==> src/rtl/axioma_int_sequencer_pkg.sv <==
// Shared definitions for the interrupt entry/exit sequencer: vector numbers, FSM encoding, defaults.
// The vector numbers are common with the vectored interrupt controller.
package axioma_int_sequencer_pkg;

    localparam int PC_WIDTH_DEF      = 14;
    localparam int VECTOR_STRIDE_DEF = 2;
    localparam int VECTOR_WIDTH      = 6;

    localparam logic [VECTOR_WIDTH-1:0] VEC_RESET    = 6'h00;
    localparam logic [VECTOR_WIDTH-1:0] VEC_INT0     = 6'h01;
    localparam logic [VECTOR_WIDTH-1:0] VEC_INT1     = 6'h02;
    localparam logic [VECTOR_WIDTH-1:0] VEC_TIMER0   = 6'h0E;
    localparam logic [VECTOR_WIDTH-1:0] VEC_UART_RX  = 6'h12;
    localparam logic [VECTOR_WIDTH-1:0] VEC_UART_TX  = 6'h14;

    typedef enum logic [2:0] {
        ST_IDLE    = 3'd0,
        ST_PUSH_LO = 3'd1,
        ST_PUSH_HI = 3'd2,
        ST_JUMP    = 3'd3,
        ST_POP_HI  = 3'd4,
        ST_POP_LO  = 3'd5,
        ST_RET     = 3'd6
    } seq_state_t;

endpackage

==> src/rtl/axioma_int_sequencer.sv <==
// Interrupt entry/exit sequencer: pushes the return PC and jumps to the vector on entry,
// pops the PC and restores I on RETI. Owns the data-memory stack port while busy.
module axioma_int_sequencer
    import axioma_int_sequencer_pkg::*;
#(
    parameter int PC_WIDTH      = PC_WIDTH_DEF,
    parameter int VECTOR_STRIDE = VECTOR_STRIDE_DEF
) (
    input  logic                    clk,
    input  logic                    reset_n,
    input  logic                    int_request_i,
    input  logic [VECTOR_WIDTH-1:0] int_vector_i,
    output logic                    int_ack_o,
    output logic                    reti_done_o,
    input  logic                    instr_boundary_i,
    input  logic                    reti_i,
    input  logic                    i_flag_i,
    output logic                    i_flag_clr_o,
    output logic                    i_flag_set_o,
    input  logic [PC_WIDTH-1:0]     pc_i,
    output logic                    pc_load_o,
    output logic [PC_WIDTH-1:0]     pc_o,
    input  logic [15:0]             sp_i,
    output logic                    sp_wr_o,
    output logic [15:0]             sp_o,
    output logic                    mem_req_o,
    output logic                    mem_we_o,
    output logic [15:0]             mem_addr_o,
    output logic [7:0]              mem_wdata_o,
    input  logic [7:0]              mem_rdata_i,
    input  logic                    mem_ready_i,
    output logic                    cpu_stall_o,
    output logic                    busy_o
);

    seq_state_t              state, state_nx;
    logic [PC_WIDTH-1:0]     pc_q;
    logic [VECTOR_WIDTH-1:0] vec_q;
    logic [15:0]             sp_q;
    logic [15:0]             pop_q;
    logic                    block_next;
    logic                    take_irq;

    // block_next lets exactly one instruction run after RETI before another entry.
    assign take_irq = int_request_i & i_flag_i & ~block_next;

    // NOTE: the latch bank is a few flops, not a RAM, so it is cleared on reset like the state.
    always_ff @(posedge clk or negedge reset_n) begin
        if (!reset_n) begin
            state      <= ST_IDLE;
            pc_q       <= '0;
            vec_q      <= '0;
            sp_q       <= '0;
            pop_q      <= '0;
            block_next <= 1'b0;
        end else begin
            // NOTE: non-blocking so every register here samples pre-edge values.
            state <= state_nx;
            if (state == ST_IDLE && instr_boundary_i) begin
                if (reti_i) begin
                    sp_q <= sp_i;
                end else if (take_irq) begin
                    pc_q  <= pc_i;
                    vec_q <= int_vector_i;
                    sp_q  <= sp_i;
                end else if (block_next) begin
                    block_next <= 1'b0;
                end
            end
            if (state == ST_POP_HI && mem_ready_i) pop_q[15:8] <= mem_rdata_i;
            if (state == ST_POP_LO && mem_ready_i) pop_q[7:0]  <= mem_rdata_i;
            if (state == ST_RET)                   block_next  <= 1'b1;
        end
    end

    // NOTE: every output gets a default first so no path can infer a latch.
    always_comb begin
        state_nx     = state;
        int_ack_o    = 1'b0;
        reti_done_o  = 1'b0;
        i_flag_clr_o = 1'b0;
        i_flag_set_o = 1'b0;
        pc_load_o    = 1'b0;
        pc_o         = '0;
        sp_wr_o      = 1'b0;
        sp_o         = '0;
        mem_req_o    = 1'b0;
        mem_we_o     = 1'b0;
        mem_addr_o   = '0;
        mem_wdata_o  = '0;
        cpu_stall_o  = (state != ST_IDLE);
        busy_o       = (state != ST_IDLE);

        unique case (state)
            ST_IDLE: begin
                if (instr_boundary_i) begin
                    if (reti_i)        state_nx = ST_POP_HI;
                    else if (take_irq) state_nx = ST_PUSH_LO;
                end
            end
            ST_PUSH_LO: begin
                mem_req_o   = 1'b1;
                mem_we_o    = 1'b1;
                mem_addr_o  = sp_q;
                mem_wdata_o = pc_q[7:0];
                if (mem_ready_i) state_nx = ST_PUSH_HI;
            end
            ST_PUSH_HI: begin
                mem_req_o   = 1'b1;
                mem_we_o    = 1'b1;
                mem_addr_o  = sp_q - 16'd1;
                mem_wdata_o = 8'(16'(pc_q) >> 8);
                if (mem_ready_i) state_nx = ST_JUMP;
            end
            ST_JUMP: begin
                pc_load_o    = 1'b1;
                pc_o         = PC_WIDTH'(32'(vec_q) * VECTOR_STRIDE);
                int_ack_o    = 1'b1;
                i_flag_clr_o = 1'b1;
                sp_wr_o      = 1'b1;
                sp_o         = sp_q - 16'd2;
                state_nx     = ST_IDLE;
            end
            ST_POP_HI: begin
                mem_req_o  = 1'b1;
                mem_addr_o = sp_q + 16'd1;
                if (mem_ready_i) state_nx = ST_POP_LO;
            end
            ST_POP_LO: begin
                mem_req_o  = 1'b1;
                mem_addr_o = sp_q + 16'd2;
                if (mem_ready_i) state_nx = ST_RET;
            end
            ST_RET: begin
                pc_load_o    = 1'b1;
                pc_o         = PC_WIDTH'(pop_q);
                sp_wr_o      = 1'b1;
                sp_o         = sp_q + 16'd2;
                i_flag_set_o = 1'b1;
                reti_done_o  = 1'b1;
                state_nx     = ST_IDLE;
            end
            default: state_nx = ST_IDLE;
        endcase
    end

endmodule

==> config.mk <==
export PLATFORM = sky130hd
export DESIGN_NAME = axioma_int_sequencer
export DESIGN_NICKNAME = d
export VERILOG_FILES = /design/src/rtl/axioma_int_sequencer_pkg.sv /design/src/rtl/axioma_int_sequencer.sv
export SDC_FILE = /design/constraint.sdc
export NUM_CORES = 1
export LEC_CHECK = 0
export BUFFER_PORTS_ARGS = -buffer_cell sky130_fd_sc_hd__buf_2
export CORE_MARGIN = 4
export CORE_UTILIZATION = 53
export DETAILED_ROUTE_END_ITERATION = 10
export GPL_ROUTABILITY_DRIVEN = 1
export HOLD_SLACK_MARGIN = 0.08
export PLACE_DENSITY = 0.83
export SYNTH_ARGS = -nofsm -noshare
export SYNTH_HDL_FRONTEND = slang
export SYNTH_SLANG_ARGS = --single-unit
==> constraint.sdc <==
create_clock -name clk -period 4.66 [get_ports clk]
set_input_delay 0.932 -clock clk [delete_from_list [all_inputs] [get_ports clk]]
set_output_delay 0.932 -clock clk [all_outputs]
set_load 0.05 [all_outputs]
==> flow_summary.ini, run 1 <==
[sta]
worst_slew_pin_slew_ns = 0.990
setup_viol = 0
min_period_over_period_pct = 92.5
period_needed_ns = 4.31
maxSlewViolCount = 0
timing.final.hold_violations = 0
clock.fmax_ghz = 0.232
slew_headroom_pct = 33.8
finalClockSkew_ns = 0.00835
setup_tns_ns = 0
rsz0062_at_grt = false

[finish]
final_area_um2 = 4730
antenna_cells = 0
nets = 609
area_growth_pct = 16.0
layout-drive-gt1-share_pct = 35.3

[logic_synthesis]
synthesis.area_um2 = 4080
synthDominantCellAreaShare_pct = 33.1
avgSynthCellArea_um2 = 9.09
synth_most_common_cell = dfrtp_1
synth-compound-area-share_pct = 19.3
async_flop_share_pct = 100
synth_fp_nets = 520
netlist_instances = 449
synth_area_leaders = dfrtp_1, mux2_2, ha_1, a21oi_1, nand2_1
synth_xor_area_share_pct = 5.80
yosysWarnings = 0
ys_seq_area_share_pct = 33.1
yosysUniqueCellTypes = 54
synthAdderAreaFrac_pct = 6.32
synthSimpleGateAreaFrac_pct = 16.2
ys_seq_elements = 54
synth_top_family_by_area = compound AO/OA/AOI/OAI gates
synthMuxAreaShare_pct = 14.0
synth_edf_count = 0
synth_common_cells = dfrtp_1, mux2_2, nand2_1
synth_top_area_cell = dfrtp_1
synth_top_flop_cell = dfrtp_1

[placement]
post-dp-hpwl_um = 8530
place_congestion = 0.954
dpl-instance-area_um2 = 4640
place.port_buffers = 114

[routing]
vias = 3915
wire_per_inst_um = 18.1
drc_errors = 0
routed_wl_um = 11600
detail_route.first_pass.iterations = 5
drtAntennaViolNets = 0
vias_per_cell = 6.14
drtIter0Drc = 381

[critical_path]
required_ns = 3.73
critPathMaxFanout = 19
startpoint_type = flip-flop
crit_path_end_kind = primary output
worstSetupPathType = flip-flop to primary output
arrival_ns = 3.38

[clocking]
cts_made_buffers = 5
htree_levels = 2
tritoncts = done
root_buffer = clkbuf_8
insertion_delay_ns = 0.31
clkTransAtPathRegs_ns = 0.11
cts.sinks = 54
cts_buffer_depth = 2

[global_routing]
grt_usage_pct = 25.5
antenna_found_initial = 0
grt_max_degree = 55
grt_pass1_vias = 3882
grt_pass1_wl_um = 18600
gr-total-overflow = 0

[die]
dieWidth_um = 95.7
dieArea_um2 = 9170
core_area_um2 = 7370
die_h_um = 95.7
initial_utilization_pct = 55.4
io_pins = 115
num_rows = 31

[job]
cap_violations = 0

[status]
status = complete, no violations

[worst_hold_path]
hold_path_class = flip-flop to flip-flop
## worst max-delay path, cell delays in order (launching register included)
cell	delay (ns)
dfrtp_1	0.52
nor2_1	0.19
nand2_2	0.30
ha_1	0.49
o211ai_1	0.14
o211ai_1	0.34
a31o_2	0.24
a211oi_1	0.08
or2_2	0.30
o221ai_1	0.18
buf_2	0.30
## sequential cells by signal, summed over array words and instances, names as in the netlist
| signal | cells |
|---|---|
| vec_q | 6 |
| pc_q | 14 |
| pop_q | 14 |
| sp_q | 16 |
| state | 3 |
| block_next | 1 |
## worst paths after layout
kind,to,cells after the start,from,slack [ns]
worst min-delay path,vec_q[1],1,vec_q[1],0.52
max in group asynchronous,sp_q[14],2,reset_n,3.45
worst max-delay path,mem_addr_o[15],10,state[0],0.35
worst max register to register,vec_q[2],6,state[2],1.91
min in group asynchronous,pc_q[4],2,reset_n,0.74
worst min register to register,vec_q[1],1,vec_q[1],0.52
## timing repair
action | in CTS | in global routing
endpoints found under the setup margin | 0 | 2
setup buffers | 0 | 0
hold endpoints to repair | 0 | 0
hold buffers | 0 | 0
gates resized for setup | 0 | 1
## kinds of logic (layout without fill, tap and decap cells)
| kind of cell | Yosys count | after routing |
|---|---|---|
| buffers and inverters | 47 | 137 |
| and+or+nand+nor | 131 | 131 |
| DFF | 54 | 54 |
| xor gates and xnor gates | 27 | 27 |
| muxes | 51 | 51 |
| adders and majority gates | 20 | 20 |
| AOI/OAI and AO/OA | 119 | 119 |
## metal layers
layer  GRT usage, %  wire [µm]
met5              0          0
met2           42.6       5550
met4           5.81        124
met1           33.9       4890
met3           5.32       1010
## per-stage QoR
stage          instances  hold WS (ns)  utilization (%)  worst slack, ns
2_1_floorplan        449         0.468                -            0.141
3_3_place_gp         630         0.480             63.0            0.602
3_5_place_dp         630         0.496             63.0            0.520
4_1_cts              638         0.520             64.2            0.175
5_1_grt              638         0.534             64.2            0.195
6_report             638         0.521             64.2            0.349
## layout make-up
| class | count | area, µm² |
|---|---|---|
| clock buffers | 6 | 72.6 |
| clock inverters | 2 | 16.3 |
| fillers | 638 | 2640 |
| inverters | 10 | 37.5 |
| multi-input cells | 348 | 2520 |
| flip-flops and latches | 54 | 1350 |
| well taps | 99 | 124 |
| repair buffers | 119 | 608 |
## layout by cell type, fill, tap and decap left out, types with 9 or more instances in the layout
cell type / instances
nand2_1: 35
o21ai_0: 18
a21oi_1: 33
xor2_1: 14
dfrtp_1: 54
o22ai_1: 13
buf_2: 114
mux2_2: 50
xnor2_1: 13
nor3_1: 9
inv_1: 10
ha_1: 19
and3_1: 14
nor2_1: 29
Power of run 1 is not shown: default switching activity piles up to over one toggle a cycle in this logic, so the estimate is an artifact.
==> inputs of run 2 (changes only) <==
==> constraint.sdc (replaced) <==
create_clock -name clk -period 4.2 [get_ports clk]
set_input_delay 0.84 -clock clk [delete_from_list [all_inputs] [get_ports clk]]
set_output_delay 0.84 -clock clk [all_outputs]
set_load 0.05 [all_outputs]
==> run 2 against run 1 <==
- final cell count increased by 0.31%
- worst setup slack got worse by 0.14 ns
- wire length decreased by 0.22%
- largest cell class unchanged
- clock skew decreased by 0.0033 ns
- global-route usage about the same
- register-to-register slack got worse by 0.27 ns
- via count decreased by 0.59%
- first-iteration DRC count decreased by 34%
- final area increased by 1.1%
- hold slack got worse by 0.011 ns
- sequential cell count unchanged
- non-clock buffer count increased by 2
==> flow_summary.ini, run 2 (synthesized netlist as in run 1, its figures left out) <==
[status]
status = complete, no violations

[global_routing]
gr-total-overflow = 0
grt_usage_pct = 25.5
antenna_found_initial = 0
grt_max_degree = 42
grt_pass1_wl_um = 18500
grt_pass1_vias = 3756

[clocking]
cts.sinks = 54
cts_made_buffers = 5
insertion_delay_ns = 0.31
clkTransAtPathRegs_ns = 0.10
htree_levels = 2
post_cts_buffers = 0
tritoncts = done
cts_buffer_depth = 2
root_buffer = clkbuf_8

[placement]
place.port_buffers = 114
place_ws_ns = 0.468
place_congestion = 0.884
post-dp-hpwl_um = 8510

[finish]
finish.utilization_pct = 65.0
final_cell_mix = buf_2, dfrtp_1, mux2_2
multi_input_area_um2 = 2550
antenna_cells = 0
area_growth_pct = 17.3
num-fill-cells = 666
top_register = sp_q
regArea_um2 = 1350
layout-drive-gt1-share_pct = 36.6
largest_reg_flops = 16
nets = 611
final_common_cell = buf_2
reg_top3 = sp_q x16, pc_q x14, pop_q x14

[critical_path]
r2r_cells = 5
crit_path_max_incr_delay_ns = 0.48
required_ns = 3.36
crit_chain = nor2_1 > nand2_2 > buf_4 > ha_1 > a21oi_1 > o21ai_0 > a31o_2 > a211oi_1 > or2_2 > o221ai_2 > clkbuf_4
r2r_end = pop_q[4]
crit_buf_inv = 2
critPathMaxFanout = 12
cp_slowest_cell = dfrtp_2
crit_path_end_kind = primary output
critPathTopFamily = compound AO/OA/AOI/OAI gates
critPathLaunch = state[1]
reg2reg_from = state[0]
arrival_ns = 3.15
startpoint_type = flip-flop
rrSetupSlack_ns = 1.64
worstSetupPathType = flip-flop to primary output

[sta]
setup_tns_ns = 0
worst_slew_pin_slew_ns = 1.09
finalClockSkew_ns = 0.00502
min_period_over_period_pct = 95.0
final.setup.worst_slack_ns = 0.209
rsz0062_at_grt = false
setup_viol = 0
maxSlewViolCount = 0
holdWs_ns = 0.510
period_needed_ns = 3.99
slew_headroom_pct = 26.9
clock.fmax_ghz = 0.251
timing.final.hold_violations = 0

[die]
dieWidth_um = 95.7
dieArea_um2 = 9170
core_area_um2 = 7370
die_h_um = 95.7
num_rows = 31
io_pins = 115
initial_utilization_pct = 55.4

[worst_hold_path]
hold_depth = 1
hold_end = pc_q[6]
worstHoldStart = pc_q[6]
hold_path_class = flip-flop to flip-flop

[routing]
vias = 3892
drtIter0Drc = 250
drtAntennaViolNets = 0
detail_route.first_pass.iterations = 5
routed_wl_um = 11500
drc_errors = 0
vias_per_cell = 6.08
wire_per_inst_um = 18.0

[job]
cap_violations = 0
==> run 2: changes by cell type in the layout (fill, tap and decap cells not counted), sizes merged <==
cell,previous run,this run
buf,119,120
clkbuf,6,7
==> run 2: worst max path at each step <==
| stage | to | slack, ns | cells past startpoint |
|---|---|---|---|
| 3_5_place_dp | mem_addr_o[15] | 0.47 | 11 |
| 5_1_grt | mem_addr_o[15] | 0.02 | 11 |
| 3_3_place_gp | mem_addr_o[15] | 0.53 | 11 |
| 4_1_cts | mem_addr_o[15] | 0.10 | 11 |
| 2_1_floorplan | mem_addr_o[12] | 0.05 | 10 |
| 6_report | mem_addr_o[15] | 0.21 | 11 |
==> run 2: metrics by stage <==
stage | cell area [µm²] | instances
global route | 4790 | 640
finish | 4790 | 640
CTS | 4780 | 640
detailed placement | 4680 | 632
floorplan | 4100 | 449
global placement | 4680 | 632
==> run 2: area by class of cell <==
class | instances | area share (%)
multi-input cells | 348 | 53.2
repair buffers | 121 | 13.1
clock inverters | 2 | 0.340
flip-flops and latches | 54 | 28.3
inverters | 10 | 0.784
well taps | 99 | 2.59
clock buffers | 6 | 1.73
==> run 2: metal layers <==
layer | wire, µm | track usage, % | vias to the layer above
met5 | 0 | 0 | -
li1 | - | - | 1821
met3 | 986 | 5.24 | 15
met4 | 123 | 5.45 | 0
met1 | 4790 | 34.5 | 1888
met2 | 5640 | 42.2 | 168
==> run 2: timing repair <==
action,4_1_cts,5_1_grt
hold buffers,0,0
resized for setup,0,5
endpoints found under the setup margin,0,4
Power of run 2 is left out for the same reason.
